$ cat src/rtl/fir_capture_pkg.sv
// Shared types and default geometry for the FIR output capture buffer.
// Optional peak tracking in the top level is enabled by CAPTURE_PEAK_EN.
package fir_capture_pkg;

    localparam int unsigned N_DEF      = 16;
    localparam int unsigned DEPTH_DEF  = 32;
    localparam int unsigned ADDR_W_DEF = 5;

    typedef enum logic [1:0] {
        IDLE    = 2'd0,
        CAPTURE = 2'd1,
        DONE    = 2'd2
    } cap_state_t;

endpackage

$ cat src/rtl/fir_capture_ram.sv
// DEPTH x N sample store: one write port, one synchronous read port.
// The read register resets to zero and holds its value when no read is issued.
module fir_capture_ram #(
    parameter int unsigned N      = 16,
    parameter int unsigned DEPTH  = 32,
    parameter int unsigned ADDR_W = 5
) (
    input  logic              clk,
    input  logic              reset,
    input  logic              we,
    input  logic [ADDR_W-1:0] waddr,
    input  logic [N-1:0]      wdata,
    input  logic              re,
    input  logic [ADDR_W-1:0] raddr,
    output logic [N-1:0]      rdata
);

    logic [N-1:0] mem [DEPTH];

    // Storage is deliberately not reset so it maps onto plain RAM.
    always_ff @(posedge clk) begin
        if (we) begin
            mem[waddr] <= wdata;
        end
    end

    always_ff @(posedge clk or negedge reset) begin
        if (!reset) begin
            rdata <= '0;
        end else if (re) begin
            rdata <= mem[raddr];
        end
    end

endmodule

$ cat src/rtl/fir_sample_capture.sv
// Captures FIR_Filter output into a circular/one-shot sample buffer with readback.
// Define CAPTURE_PEAK_EN to build signed peak_max/peak_min tracking; otherwise they read 0.
module fir_sample_capture
    import fir_capture_pkg::*;
#(
    parameter int unsigned N      = N_DEF,
    parameter int unsigned DEPTH  = DEPTH_DEF,
    parameter int unsigned ADDR_W = ADDR_W_DEF
) (
    input  logic              clk,
    input  logic              reset,
    input  logic              start,
    input  logic              stop,
    input  logic              abort,
    input  logic              continuous,
    input  logic              in_valid,
    input  logic [N-1:0]      data_in,
    input  logic              rd_en,
    input  logic [ADDR_W-1:0] rd_addr,
    output logic [N-1:0]      rd_data,
    output logic              rd_valid,
    output logic              busy,
    output logic              done,
    output logic              wrapped,
    output logic [ADDR_W-1:0] wr_ptr,
    output logic [ADDR_W:0]   count,
    output logic [N-1:0]      peak_max,
    output logic [N-1:0]      peak_min
);

    localparam logic [ADDR_W:0] FULL = (ADDR_W+1)'(DEPTH);
    localparam logic [ADDR_W:0] LAST = FULL - 1'b1;

    cap_state_t state;
    logic       mode;
    logic       wr_fire;
    logic       rd_fire;

    // abort outranks every other request; start in DONE outranks a read.
    assign wr_fire = (state == CAPTURE) && in_valid && !abort;
    assign rd_fire = (state == DONE) && rd_en && !start && !abort;

    assign busy = (state == CAPTURE);
    assign done = (state == DONE);

    always_ff @(posedge clk or negedge reset) begin
        if (!reset) begin
            state    <= IDLE;
            mode     <= 1'b0;
            wr_ptr   <= '0;
            count    <= '0;
            wrapped  <= 1'b0;
            rd_valid <= 1'b0;
        end else begin
            rd_valid <= rd_fire;
            if (abort) begin
                state <= IDLE;
            end else begin
                case (state)
                    IDLE, DONE: begin
                        if (start) begin
                            state   <= CAPTURE;
                            mode    <= continuous;
                            wr_ptr  <= '0;
                            count   <= '0;
                            wrapped <= 1'b0;
                        end
                    end
                    CAPTURE: begin
                        if (in_valid) begin
                            wr_ptr <= wr_ptr + 1'b1;
                            if (count != FULL) begin
                                count <= count + 1'b1;
                            end
                            if (wr_ptr == '1) begin
                                wrapped <= 1'b1;
                            end
                        end
                        // A stop coinciding with a sample still lets that sample land.
                        if (stop || (in_valid && !mode && count == LAST)) begin
                            state <= DONE;
                        end
                    end
                    default: state <= IDLE;
                endcase
            end
        end
    end

`ifdef CAPTURE_PEAK_EN
    always_ff @(posedge clk or negedge reset) begin
        if (!reset) begin
            peak_max <= '0;
            peak_min <= '0;
        end else if (wr_fire) begin
            if (count == '0) begin
                peak_max <= data_in;
                peak_min <= data_in;
            end else begin
                if ($signed(data_in) > $signed(peak_max)) begin
                    peak_max <= data_in;
                end
                if ($signed(data_in) < $signed(peak_min)) begin
                    peak_min <= data_in;
                end
            end
        end
    end
`else
    assign peak_max = '0;
    assign peak_min = '0;
`endif

    fir_capture_ram #(
        .N      (N),
        .DEPTH  (DEPTH),
        .ADDR_W (ADDR_W)
    ) u_ram (
        .clk   (clk),
        .reset (reset),
        .we    (wr_fire),
        .waddr (wr_ptr),
        .wdata (data_in),
        .re    (rd_fire),
        .raddr (rd_addr),
        .rdata (rd_data)
    );

endmodule

$ cat config.mk
export PLATFORM = sky130hd
export DESIGN_NAME = fir_sample_capture
export DESIGN_NICKNAME = d
export VERILOG_FILES = /design/src/rtl/fir_capture_pkg.sv /design/src/rtl/fir_capture_ram.sv /design/src/rtl/fir_sample_capture.sv
export SDC_FILE = /design/constraint.sdc
export NUM_CORES = 1
export LEC_CHECK = 0
export CORE_MARGIN = 2
export CORE_UTILIZATION = 60
export DETAILED_ROUTE_END_ITERATION = 16
export PLACE_DENSITY = 0.91
export SLEW_MARGIN = 40
export SYNTH_ARGS = -nofsm -noshare
export SYNTH_HDL_FRONTEND = slang
export SYNTH_SLANG_ARGS = --single-unit
export TNS_END_PERCENT = 5
$ cat constraint.sdc
create_clock -name clk -period 6.8 [get_ports clk]
set_input_delay 1.36 -clock clk [delete_from_list [all_inputs] [get_ports clk]]
set_output_delay 1.36 -clock clk [all_outputs]
set_load 0.005 [all_outputs]
### After elaboration in Yosys (flattened, before gate mapping)

Memory sizes are Yosys's and may differ from the RTL's. A register that Yosys moved wholly into a read port is not among the register bits.
Cells that the tools add are included.
Widths: inputs -> output; s select.

* register bits after elaboration: 16
* input port bits: 29
* bits in writable memories: 512
* memories kept: 1

Memory list
* u_ram.mem: depth 32, bits a word 16, rd ports 1, clocked after Yosys merged registers in 1, wr ports 1, line fir_capture_ram.sv:18 `logic [N-1:0] mem [DEPTH];`

* reduce and logical (&&, ||, !) cells: 20
* add/subtract/negate cells: 2
* equality and inequality tests: 11
* bitwise logic cells: 1
* muxes and demuxes: 17

Operators with widths (number)
* $mux 6: 3
* $pmux 6 s2: 1
* $mux 5: 2
* $pmux 5 s2: 1
* $reduce_and 5->1: 2
* $logic_and 1x1->1: 7
* $add 6x1->6 const B: 1
* $eq 6x5->1 const B: 1
* $mux 2: 3
* $ne 6x6->1 const B: 1
* $add 5x1->5 const B: 1
* $eq 5x5->1 const B: 1
* $mux 1: 5
* $logic_not 1->1: 4
* $ne 2x1->1 const B: 2
* $ne 2x2->1 const B: 2
* $pmux 2 s2: 1
* $reduce_and 4->1: 1
* $ne 3x2->1 const B: 1
* $ne 3x3->1 const B: 1
* $reduce_and 3->1: 1
* $eq 2x1->1 const B: 1
* $eq 2x2->1 const B: 1
* $logic_not 2->1: 1
* 6 further kinds: 6

### Depth between registers and ports, before layout

Gate-level depths: netlist of run 1.

* depth in word-level cells: 7
* gate-level depth with buffers: 8
* mapped depth without buffers: 6

### Cells and area by module

Synthesis of run 1 repeated with hierarchy kept, for this count alone.

* cells, all modules: 1235
* area, all modules: 21669.5 um^2

By module, submodules not included
* fir_capture_ram: instances 1, cells each 1127, area an instance 20608.5 um^2
* fir_sample_capture: instances 1, cells each 108, area an instance 1061.0 um^2

### Least setup slack after synthesis of run 1

No wires, ideal clock.

* kind: input -> register
* start point: input abort
* end point: memory u_ram.mem[15][0], enable pin
* library setup time: 388 ps
* path slack: 3714 ps
* path buffers: 0
* stages: 3
* arrival time: 2698 ps
* data required time: 6412 ps
* cell sequence: nor3b_2 nand2_1 nor2_1

* cells in the longest elaborated chain, start to end: 4

Ends and longest elaborated chain
* from (decl): line fir_sample_capture.sv:14 `input logic abort,`
* $logic_not 1->1: line fir_sample_capture.sv:40 `assign wr_fire = (state == CAPTURE) && in_valid && !abort;`
* $logic_and 1x1->1: line fir_sample_capture.sv:40
* $mux 1: line fir_capture_ram.sv:22 `if (we) begin`
* $mux 1 (not written as such): line fir_capture_ram.sv:23 `mem[waddr] <= wdata;`
* to (decl): line fir_capture_ram.sv:18

Every way passes these cells.

==> out/qor.yml, run 1 <==
run_status:
  outcome: "finished, final reports clean"
floorplan:
  core_rows: 69
  core_region_area_um2: 35700
  initial_core_util: 0.612
  io_pins: 92
  die-height_um: 195
  die_w_um: 195
  die_area_um2: 38000
cts:
  cts_tree: "done"
  resized_cells_post_cts: 0
  cts_made_buffers: 49
  htreeDepth: 2
  post-cts-setup-buffer-count: 0
  clk_pin_slew_ps: 70
  cts_hold_buf: 0
  worstSkewPairLatency_ps: 560
  clock_sinks: 544
  clock-root-buffer: "sky130_fd_sc_hd__clkbuf_16"
  cts.path.max_buffers: 3
logic_synthesis:
  syn_avg_cell_area_um2: 17.8
  synthesis.yosys.warnings: 0
  post_synth_num_cell_types: 41
  synth_seq_cells: 544
  synth.cell_area_um2: 21900
  synth.yosys.seq_area_share: 0.739
  count_of_mapped_cells_out_of_synthesis: 1231
placed_design:
  count_of_input_and_output_buffers: 59
  place.detailed.hpwl_um: 30600
  gp_congestion: 0.948
  detailed_place.area_um2: 22800
  place_worst_setup_slack_ps: 2540
timing:
  clock_skews_ps: 14.6
  setup-tns-final_ps: 0
  finalCritPeriodShare: 0.536
  final.min_clock_period_ps: 3650
  slew_violations: 0
  timing.final.hold_violations: 0
  tightest_slew_ps: 842
  max_slew_margin: 0.439
  setup_violations: 0
  clock.fmax_mhz: 274
  rsz0062_at_grt: "false"
  setup_ws_ps: 3150
detailed_routing:
  drcViolationCount: 0
  drt_first_iter_violations: 1709
  ratio_of_routed_vias_to_standard_cells: 6.73
  drt.antenna.violating_nets: 0
  dr.pass1.iters: 6
  dr_total_vias: 12200
  wl_per_cell_um: 29.2
  wl_um: 53100
grt:
  pin_count_of_the_biggest_net_entering_global_routing: 58
  first_global_vias: 12100
  gr-usage-all-layers: 0.280
  grt_overflow_total: 0
  antenna_found_initial: 0
  global_route_wire_length_before_repair_um: 78300
critical_path:
  ff2ff_setup_slack_ps: 4030
  critical_path_class: "in2reg"
  worst_ep_required_time_ps: 7250
  timing.critical_path.arrival_ps: 4100
  critical_path.endpoint_type: "flip-flop"
  critPathMaxFanout: 57
  crit_path_start_kind: "input port"
finish:
  drive_gt1_frac: 0.129
  fin_util: 0.683
  layout.area.seq_um2: 16200
  layout.cell_area.non_filler_um2: 24400
  final_net_count: 1358
  fillerInstances: 2149
  multi_input_comb_area_um2: 5070
  synthToLayoutAreaGrowth_pct: 11.6
  diodes: 0
job:
  max-cap-violations: 0
worst_hold_path:
  worstHoldPathType: "reg2reg"
pwr:
  power_per_cell_area_nw_per_um2: 286
  vdd.ir_drop.worst_mv: 0.295
  power_leakage_nw: 8.71
[routing by layer]
layer / vias up / GRT usage / part of all wire
met3: 182 / 0.0508 / 0.12
met2: 1002 / 0.453 / 0.48
li1: 5028 / - / -
met1: 6036 / 0.379 / 0.36
met5: - / 0 / 0
met4: 0 / 0.117 / 0.046
[cells in the mapped netlist (all sizes together)]
| master | count | area [um2] |
|---|---|---|
| o41ai | 17 | 269 |
| o31ai | 1 | 7.51 |
| ha | 7 | 87.6 |
| mux2i | 256 | 2560 |
| conb | 1 | 3.75 |
| nor2 | 43 | 161 |
| edfxtp | 512 | 15400 |
| nor3b | 1 | 12.5 |
| dfrtp | 32 | 801 |
| clkbuf | 18 | 67.6 |
| nand2b | 4 | 25.0 |
| mux2 | 1 | 11.3 |
| and3 | 1 | 6.26 |
| buf | 83 | 687 |
| a22o | 32 | 280 |
| nand4 | 3 | 18.8 |
| nand2 | 28 | 105 |
| inv | 7 | 26.3 |
| and2 | 2 | 12.5 |
| nand3b | 6 | 45.0 |
| nor2b | 4 | 25.0 |
| o22ai | 16 | 100 |
| xor2 | 5 | 43.8 |
| a22oi | 64 | 480 |
| a21oi | 37 | 185 |
| or3 | 2 | 12.5 |
| or2 | 1 | 6.26 |
| o211ai | 1 | 7.51 |
| a21o | 1 | 7.51 |
| o21ai | 4 | 20.0 |
| a221oi | 32 | 380 |
| nor3 | 2 | 10.0 |
| nand3 | 7 | 35.0 |
[layout by cell type, fill, tap and decap left out, drive strengths merged, types with 5 or more instances in the layout]
cell / synthesis / routed
a22o: 32 / 32
nand3: 7 / 7
clkbuf: 18 / 63
inv: 7 / 8
conb: 1 / 32
buf: 83 / 63
clkdlybuf4s50: 0 / 46
dfrtp: 32 / 32
nand3b: 6 / 6
xor2: 5 / 5
mux2i: 256 / 256
nor2: 43 / 43
nand2: 28 / 28
o41ai: 17 / 17
ha: 7 / 7
a221oi: 32 / 32
bufinv: 0 / 6
clkinv: 0 / 18
a22oi: 64 / 64
o22ai: 16 / 16
a21oi: 37 / 37
edfxtp: 512 / 512
[through the flow]
step | power, mW | hold WS (ps) | instances
3_3_place_gp | 4.27 | 498 | 1730
4_1_cts | 6.98 | 531 | 1820
5_1_grt | 7.14 | 537 | 1821
3_5_place_dp | 4.28 | 504 | 1731
2_1_floorplan | 4.06 | 474 | 1262
6_report | 6.99 | 534 | 1821
[where the power goes]
| part | switching (mW) | internal [mW] |
|---|---|---|
| logic | 0.283 | 0.193 |
| registers | 0.0557 | 3.70 |
| clock network | 1.16 | 1.60 |
| total | 1.49 | 5.49 |
[layout make-up]
cell class | instances | share of cell area
multi-input combinational | 610 | 0.208
timing repair buffer | 110 | 0.0392
clock inverter | 27 | 0.0118
tap | 461 | 0.0236
inverter | 7 | 0.00108
clock buffer | 62 | 0.0540
sequential | 544 | 0.663
[flip-flops by register name, summed over array words and instances (netlist names)]
name	flops
u_ram.mem	512
rd_valid	1
state	2
mode	1
wr_ptr	5
u_ram.rdata	16
count	6
wrapped	1
[path summary, 6_finish.rpt]
kind / start / cells past startpoint / end
setup reg to reg: state[1] / 5 / u_ram.mem[21][6]
max in group asynchronous: reset / 2 / u_ram.rdata[9]
min in group asynchronous: reset / 2 / wr_ptr[0]
hold reg to reg: u_ram.rdata[12] / 2 / u_ram.rdata[12]
setup / recovery: rd_addr[0] / 8 / u_ram.rdata[7]
hold / removal: u_ram.rdata[12] / 2 / u_ram.rdata[12]
[logic make-up after synthesis]
family	after synthesis	synth area share
AOI/OAI and AO/OA	205	0.0794
xor gates and xnor gates	5	0.00200
adders and majority gates	7	0.00400
buffers and inverters	108	0.0357
DFF	544	0.739
muxes	257	0.118
other	1	0.000171
and+or+nand+nor	104	0.0217
[critical path, stage by stage]
cell	delay, ps
sky130_fd_sc_hd__buf_8	430
sky130_fd_sc_hd__buf_16	380
sky130_fd_sc_hd__buf_4	570
sky130_fd_sc_hd__mux2i_1	150
sky130_fd_sc_hd__a22o_1	270
sky130_fd_sc_hd__a221oi_2	200
sky130_fd_sc_hd__o22ai_1	200
sky130_fd_sc_hd__o41ai_2	380
Note: power is estimated with default switching activity, not from simulation.
==> inputs of run 2 (changes only) <==
--- a/config.mk
+++ b/config.mk
@@ -6,9 +6,9 @@
 export NUM_CORES = 1
 export LEC_CHECK = 0
 export CORE_MARGIN = 2
-export CORE_UTILIZATION = 60
+export CORE_UTILIZATION = 55
 export DETAILED_ROUTE_END_ITERATION = 16
-export PLACE_DENSITY = 0.91
+export PLACE_DENSITY = 0.88
 export SLEW_MARGIN = 40
 export SYNTH_ARGS = -nofsm -noshare
 export SYNTH_HDL_FRONTEND = slang
==> constraint.sdc (replaced) <==
create_clock -name clk -period 3.09 [get_ports clk]
set_input_delay 0.618 -clock clk [delete_from_list [all_inputs] [get_ports clk]]
set_output_delay 0.618 -clock clk [all_outputs]
set_load 0.005 [all_outputs]
==> run 2 against run 1 <==
Against the previous run: critical path depth down 5; sequential power up 120%; first-iteration DRC count is 4.7% lower; non-clock buffer count is 46 higher; hold slack got worse by 510 ps; clock skew grew 2.2 ps; global-route usage fell by 2.4 points; wire length is 0.81% lower; clock power rose by 120%; die area is 8.9% higher; critical path type is now reg2out; critical endpoint is now busy.
==> out/qor.yml, run 2 (synthesis gave the netlist of run 1 again) <==
finish:
  most_flops_register: "u_ram.mem"
  layout_commonest_cell: "sky130_fd_sc_hd__edfxtp_1"
  synthToLayoutAreaGrowth_pct: 16.0
  most_frequent_cells_in_the_layout: "512 x sky130_fd_sc_hd__edfxtp_1, 256 x sky130_fd_sc_hd__mux2i_1, 64 x sky130_fd_sc_hd__a22oi_1"
  final_net_count: 1405
  drive_gt1_frac: 0.153
  layout.cell_area.non_filler_um2: 25400
  largest_reg_flops: 512
  layout_top_registers: "u_ram.mem (512), u_ram.rdata (16), count (6)"
  fillerInstances: 2460
  diodes: 0
floorplan:
  core_rows: 73
  core_region_area_um2: 39500
  die-height_um: 203
  io_pins: 92
  initial_core_util: 0.554
  die_w_um: 203
  die_area_um2: 41400
critical_path:
  reg2reg_to: "u_ram.mem[23][2]"
  r2r_start: "state[1]"
  ff2ff_path_depth: 6
  cpMaxStageDelayCell: "sky130_fd_sc_hd__clkdlybuf4s50_1"
  timing.critical_path.arrival_ps: 1960
  critical_path.max_stage_delay_ps: 550
  crit_path_start_kind: "flip-flop"
  timing.critical_path.cells: "nand2b_1 -> inv_1 -> clkdlybuf4s50_1"
  critPathMaxFanout: 6
  critical_path_class: "reg2out"
  ff2ff_setup_slack_ps: 950
  worst_ep_required_time_ps: 2470
  critical_path.endpoint_type: "output port"
detailed_routing:
  ratio_of_routed_vias_to_standard_cells: 6.42
  dr_total_vias: 12400
  wl_per_cell_um: 27.2
  drcViolationCount: 0
  dr.pass1.iters: 6
  wl_um: 52700
  drt.antenna.violating_nets: 0
  drt_first_iter_violations: 1629
grt:
  gr_busiest_metal: "met2"
  first_global_vias: 12600
  pin_count_of_the_biggest_net_entering_global_routing: 46
  gr-usage-all-layers: 0.256
  met2_usage: 0.423
  grt_overflow_total: 0
  antenna_found_initial: 0
  grt.met1_usage: 0.330
  grt_util_met3: 0.0447
  global_route_wire_length_before_repair_um: 78200
pwr:
  power_leakage_nw: 9.08
  power_per_cell_area_nw_per_um2: 611
  vdd.ir_drop.worst_mv: 0.396
timing:
  timing.final.hold_violations: 0
  finalCritPeriodShare: 0.834
  clock.fmax_mhz: 388
  tightest_slew_ps: 856
  setup_violations: 0
  setup-tns-final_ps: 0
  rsz0062_at_grt: "false"
  slew_violations: 0
  max_slew_margin: 0.428
  clock_skews_ps: 16.8
  final.min_clock_period_ps: 2580
run_status:
  outcome: "finished, final reports clean"
cts:
  clock-root-buffer: "sky130_fd_sc_hd__clkbuf_16"
  cts_tree: "done"
  clk_pin_slew_ps: 60
  htreeDepth: 2
  cts.path.max_buffers: 3
  clock_sinks: 544
  post-cts-setup-buffer-count: 0
  worstSkewPairLatency_ps: 570
  cts_made_buffers: 50
  cts_hold_buf: 0
  resized_cells_post_cts: 0
job:
  max-cap-violations: 0
placed_design:
  count_of_input_and_output_buffers: 59
  place.detailed.hpwl_um: 30300
  gp_congestion: 0.849
  detailed_place.area_um2: 23700
worst_hold_path:
  worstHoldPathType: "in2async"
run 2: cell count changes in the layout (fill, tap and decap cells not counted), moves of 3 or more:
cell                              previous run  this run
sky130_fd_sc_hd__buf_12                      0        40
sky130_fd_sc_hd__buf_2                      12         1
sky130_fd_sc_hd__clkdlybuf4s50_1            46        56
sky130_fd_sc_hd__buf_4                      49        58
sky130_fd_sc_hd__clkbuf_8                    0         6
sky130_fd_sc_hd__bufinv_16                   6         3
sky130_fd_sc_hd__clkinv_2                    9        12
run 2: area by class of cell:
cell class / count / area, um2 / area share
clock inverters: 25 / 201 / 0.00794
multi-input cells: 610 / 5060 / 0.199
repair buffers: 156 / 1820 / 0.0716
clock buffers: 69 / 1450 / 0.0570
inverters: 7 / 26.3 / 0.00104
flip-flops and latches: 544 / 16200 / 0.637
well taps: 525 / 657 / 0.0259
run 2: metrics by stage:
stage          instances  total power, mW  hold slack (ps)  setup WS (ps)   util
5_1_grt             1936             15.9             35.3            482  0.643
3_3_place_gp        1842             9.42              493            121  0.602
6_report            1936             15.5             25.7            512  0.643
2_1_floorplan       1262             8.94              322            746      -
3_5_place_dp        1842             9.48              512           45.8  0.602
4_1_cts             1936             15.5             29.5            532  0.643
run 2: worst max-delay path by stage:
stage | startpoint | to | slack (ps)
2_1_floorplan | abort | u_ram.mem[15][0] | 750
5_1_grt | rd_addr[2] | u_ram.rdata[9] | 480
4_1_cts | state[1] | busy | 530
3_3_place_gp | rd_addr[2] | u_ram.rdata[9] | 120
6_report | state[1] | busy | 510
3_5_place_dp | rd_addr[2] | u_ram.rdata[13] | 50
run 2: layer usage:
layer	wire (um)	share of wire	vias up
met5	0	0	-
met4	2740	0.052	0
met3	5310	0.10	169
met2	25600	0.49	947
met1	19000	0.36	6187
li1	-	-	5128
run 2: critical path, delay by kind of cell (launching register included):
family	cells	cell delay, ps
buffers and inverters	2	790
flip-flops	1	380
AND/OR/NAND/NOR	1	220
run 2: where the power goes:
part / switching (mW) / internal, mW
sequential: 0.110 / 8.14
combinational: 0.627 / 0.489
clock: 2.61 / 3.53
==> inputs of run 3 (changes only) <==
==> constraint.sdc (replaced) <==
create_clock -name clk -period 2.2 [get_ports clk]
set_input_delay 0.44 -clock clk [delete_from_list [all_inputs] [get_ports clk]]
set_output_delay 0.44 -clock clk [all_outputs]
set_load 0.005 [all_outputs]
==> run 3 against run 2 <==
Against the previous run: sequential power increased by 41%; worst setup slack got worse by 480 ps; clock skew increased by 12 ps; power increased by 43%; combinational power increased by 47%; register-to-register slack got worse by 820 ps; sequential cell count unchanged; clock-buffer cell count decreased by 4; core utilization increased by 1.3 points; non-clock buffer count increased by 38; largest cell class unchanged.
==> out/qor.yml, run 3 (synthesis gave the netlist of run 1 again) <==
floorplan:
  die_area_um2: 41400
  io_pins: 92
  die-height_um: 203
  initial_core_util: 0.554
  core_rows: 73
  die_w_um: 203
  core_region_area_um2: 39500
finish:
  most_flops_register: "u_ram.mem"
  final_net_count: 1443
  drive_gt1_frac: 0.182
  layout_top_registers: "u_ram.mem (512), u_ram.rdata (16), count (6)"
  fillerInstances: 2398
  largest_reg_flops: 512
  synthToLayoutAreaGrowth_pct: 18.4
  most_frequent_cells_in_the_layout: "512 x sky130_fd_sc_hd__edfxtp_1, 256 x sky130_fd_sc_hd__mux2i_1, 84 x sky130_fd_sc_hd__buf_4"
  layout_commonest_cell: "sky130_fd_sc_hd__edfxtp_1"
  layout.cell_area.non_filler_um2: 25900
detailed_routing:
  dr_total_vias: 12600
  wl_um: 54300
  drt.antenna.violating_nets: 0
  dr.pass1.iters: 6
  met2RoutedLength_um: 26500
  wl_per_cell_um: 27.5
  detailroute.wirelength.met3_um: 5510
  ratio_of_routed_vias_to_standard_cells: 6.38
  top_layer: "met4"
  drt_first_iter_violations: 1646
  drcViolationCount: 0
  m1WireLength_um: 19600
critical_path:
  critical_path.endpoint_type: "output port"
  cpMaxStageDelayCell: "sky130_fd_sc_hd__clkdlybuf4s50_1"
  ff2ff_setup_slack_ps: 130
  critPathMaxFanout: 4
  timing.critical_path.cells: "nand2b_4 -> inv_2 -> clkdlybuf4s50_1"
  critical_path_class: "reg2out"
  timing.critical_path.arrival_ps: 1720
  critical_path.max_stage_delay_ps: 500
  worst_ep_required_time_ps: 1760
  crit_path_start_kind: "flip-flop"
timing:
  setup_ws_ps: 36.5
  finalCritPeriodShare: 0.983
  timing.final.hold_violations: 0
  rsz0062_at_grt: "false"
  final.min_clock_period_ps: 2160
  hold_slack_final_ps: 362
  clock.fmax_mhz: 462
  slew_violations: 0
  tightest_slew_ps: 733
  setup_violations: 0
  max_slew_margin: 0.510
  clock_skews_ps: 28.4
placed_design:
  place.detailed.hpwl_um: 32400
  count_of_input_and_output_buffers: 59
  gp_congestion: 0.863
  place_worst_setup_slack_ps: -670
  detailed_place.area_um2: 24100
cts:
  cts_made_buffers: 50
  clk_pin_slew_ps: 60
  cts.path.max_buffers: 3
  clock_sinks: 544
  htreeDepth: 2
  clock-root-buffer: "sky130_fd_sc_hd__clkbuf_16"
  worstSkewPairLatency_ps: 590
  cts_tree: "done"
pwr:
  vdd.ir_drop.worst_mv: 0.645
  power_per_cell_area_nw_per_um2: 858
  power_leakage_nw: 9.39
  report.power.total_mw: 22.2
grt:
  global_route_wire_length_before_repair_um: 79900
  pin_count_of_the_biggest_net_entering_global_routing: 37
  grt_overflow_total: 0
  antenna_found_initial: 0
  gr-usage-all-layers: 0.262
  first_global_vias: 12600
job:
  max-cap-violations: 0
run_status:
  outcome: "finished, final reports clean"
worst_hold_path:
  worstHoldPathType: "in2async"
## run 3: cell count changes in the layout (fill, tap and decap cells not counted), moves of 3 or more
cell,previous run,this run
sky130_fd_sc_hd__buf_12,40,50
sky130_fd_sc_hd__buf_4,58,84
sky130_fd_sc_hd__bufinv_16,3,6
sky130_fd_sc_hd__clkbuf_1,10,7
## run 3: metal layers
| metal | track usage | vias up |
|---|---|---|
| li1 | - | 5208 |
| met1 | 0.337 | 6238 |
| met2 | 0.430 | 957 |
| met3 | 0.0489 | 186 |
| met4 | 0.130 | 0 |
| met5 | 0 | - |
## run 3: layout make-up
type / count / area, um2 / share of cell area
flip-flops and latches: 544 / 16200 / 0.624
clock inverters: 28 / 312 / 0.0120
clock buffers: 65 / 1400 / 0.0540
multi-input cells: 610 / 5090 / 0.197
diodes: 1 / 2.50 / 0.0000966
repair buffers: 194 / 2240 / 0.0866
well taps: 525 / 657 / 0.0254
inverters: 7 / 26.3 / 0.00101
## run 3: worst max-delay path: cells and delay by family, from the launching register on
family / cells / cell delay [ps]
flops: 1 / 390
simple gates: 1 / 170
buf+inv: 2 / 580
## run 3: final timing paths
path,from,endpoint,cells past startpoint
max,state[1],busy,3
min,reset,count[3],2
max reg2reg,state[1],u_ram.mem[21][10],5
min reg2reg,wrapped,wrapped,2
max in group asynchronous,reset,wr_ptr[2],2
min in group clk,continuous,mode,2
## run 3: metrics by stage
| stage | cells | util | setup TNS (ps) |
|---|---|---|---|
| final | 1974 | 0.657 | 0 |
| after global routing | 1973 | 0.657 | 0 |
| after CTS | 1973 | 0.656 | -54.5 |
| after detailed placement | 1878 | 0.612 | -71640 |
| after global placement | 1878 | 0.612 | -53020 |
| after floorplan | 1262 | - | -39700 |
## run 3: timing repair
item,CTS,global route
setup buffers,1,0
hold buffers,1,0
hold endpoints to repair,32,0
pin swaps,0,0
gates resized for setup,6,8
endpoints found under the setup margin,6,12
## run 3: power breakdown
part | switching, mW | internal (mW)
Sequential | 0.150 | 11.4
Combinational | 0.901 | 0.752
Clock | 3.79 | 5.21
Total | 4.84 | 17.4
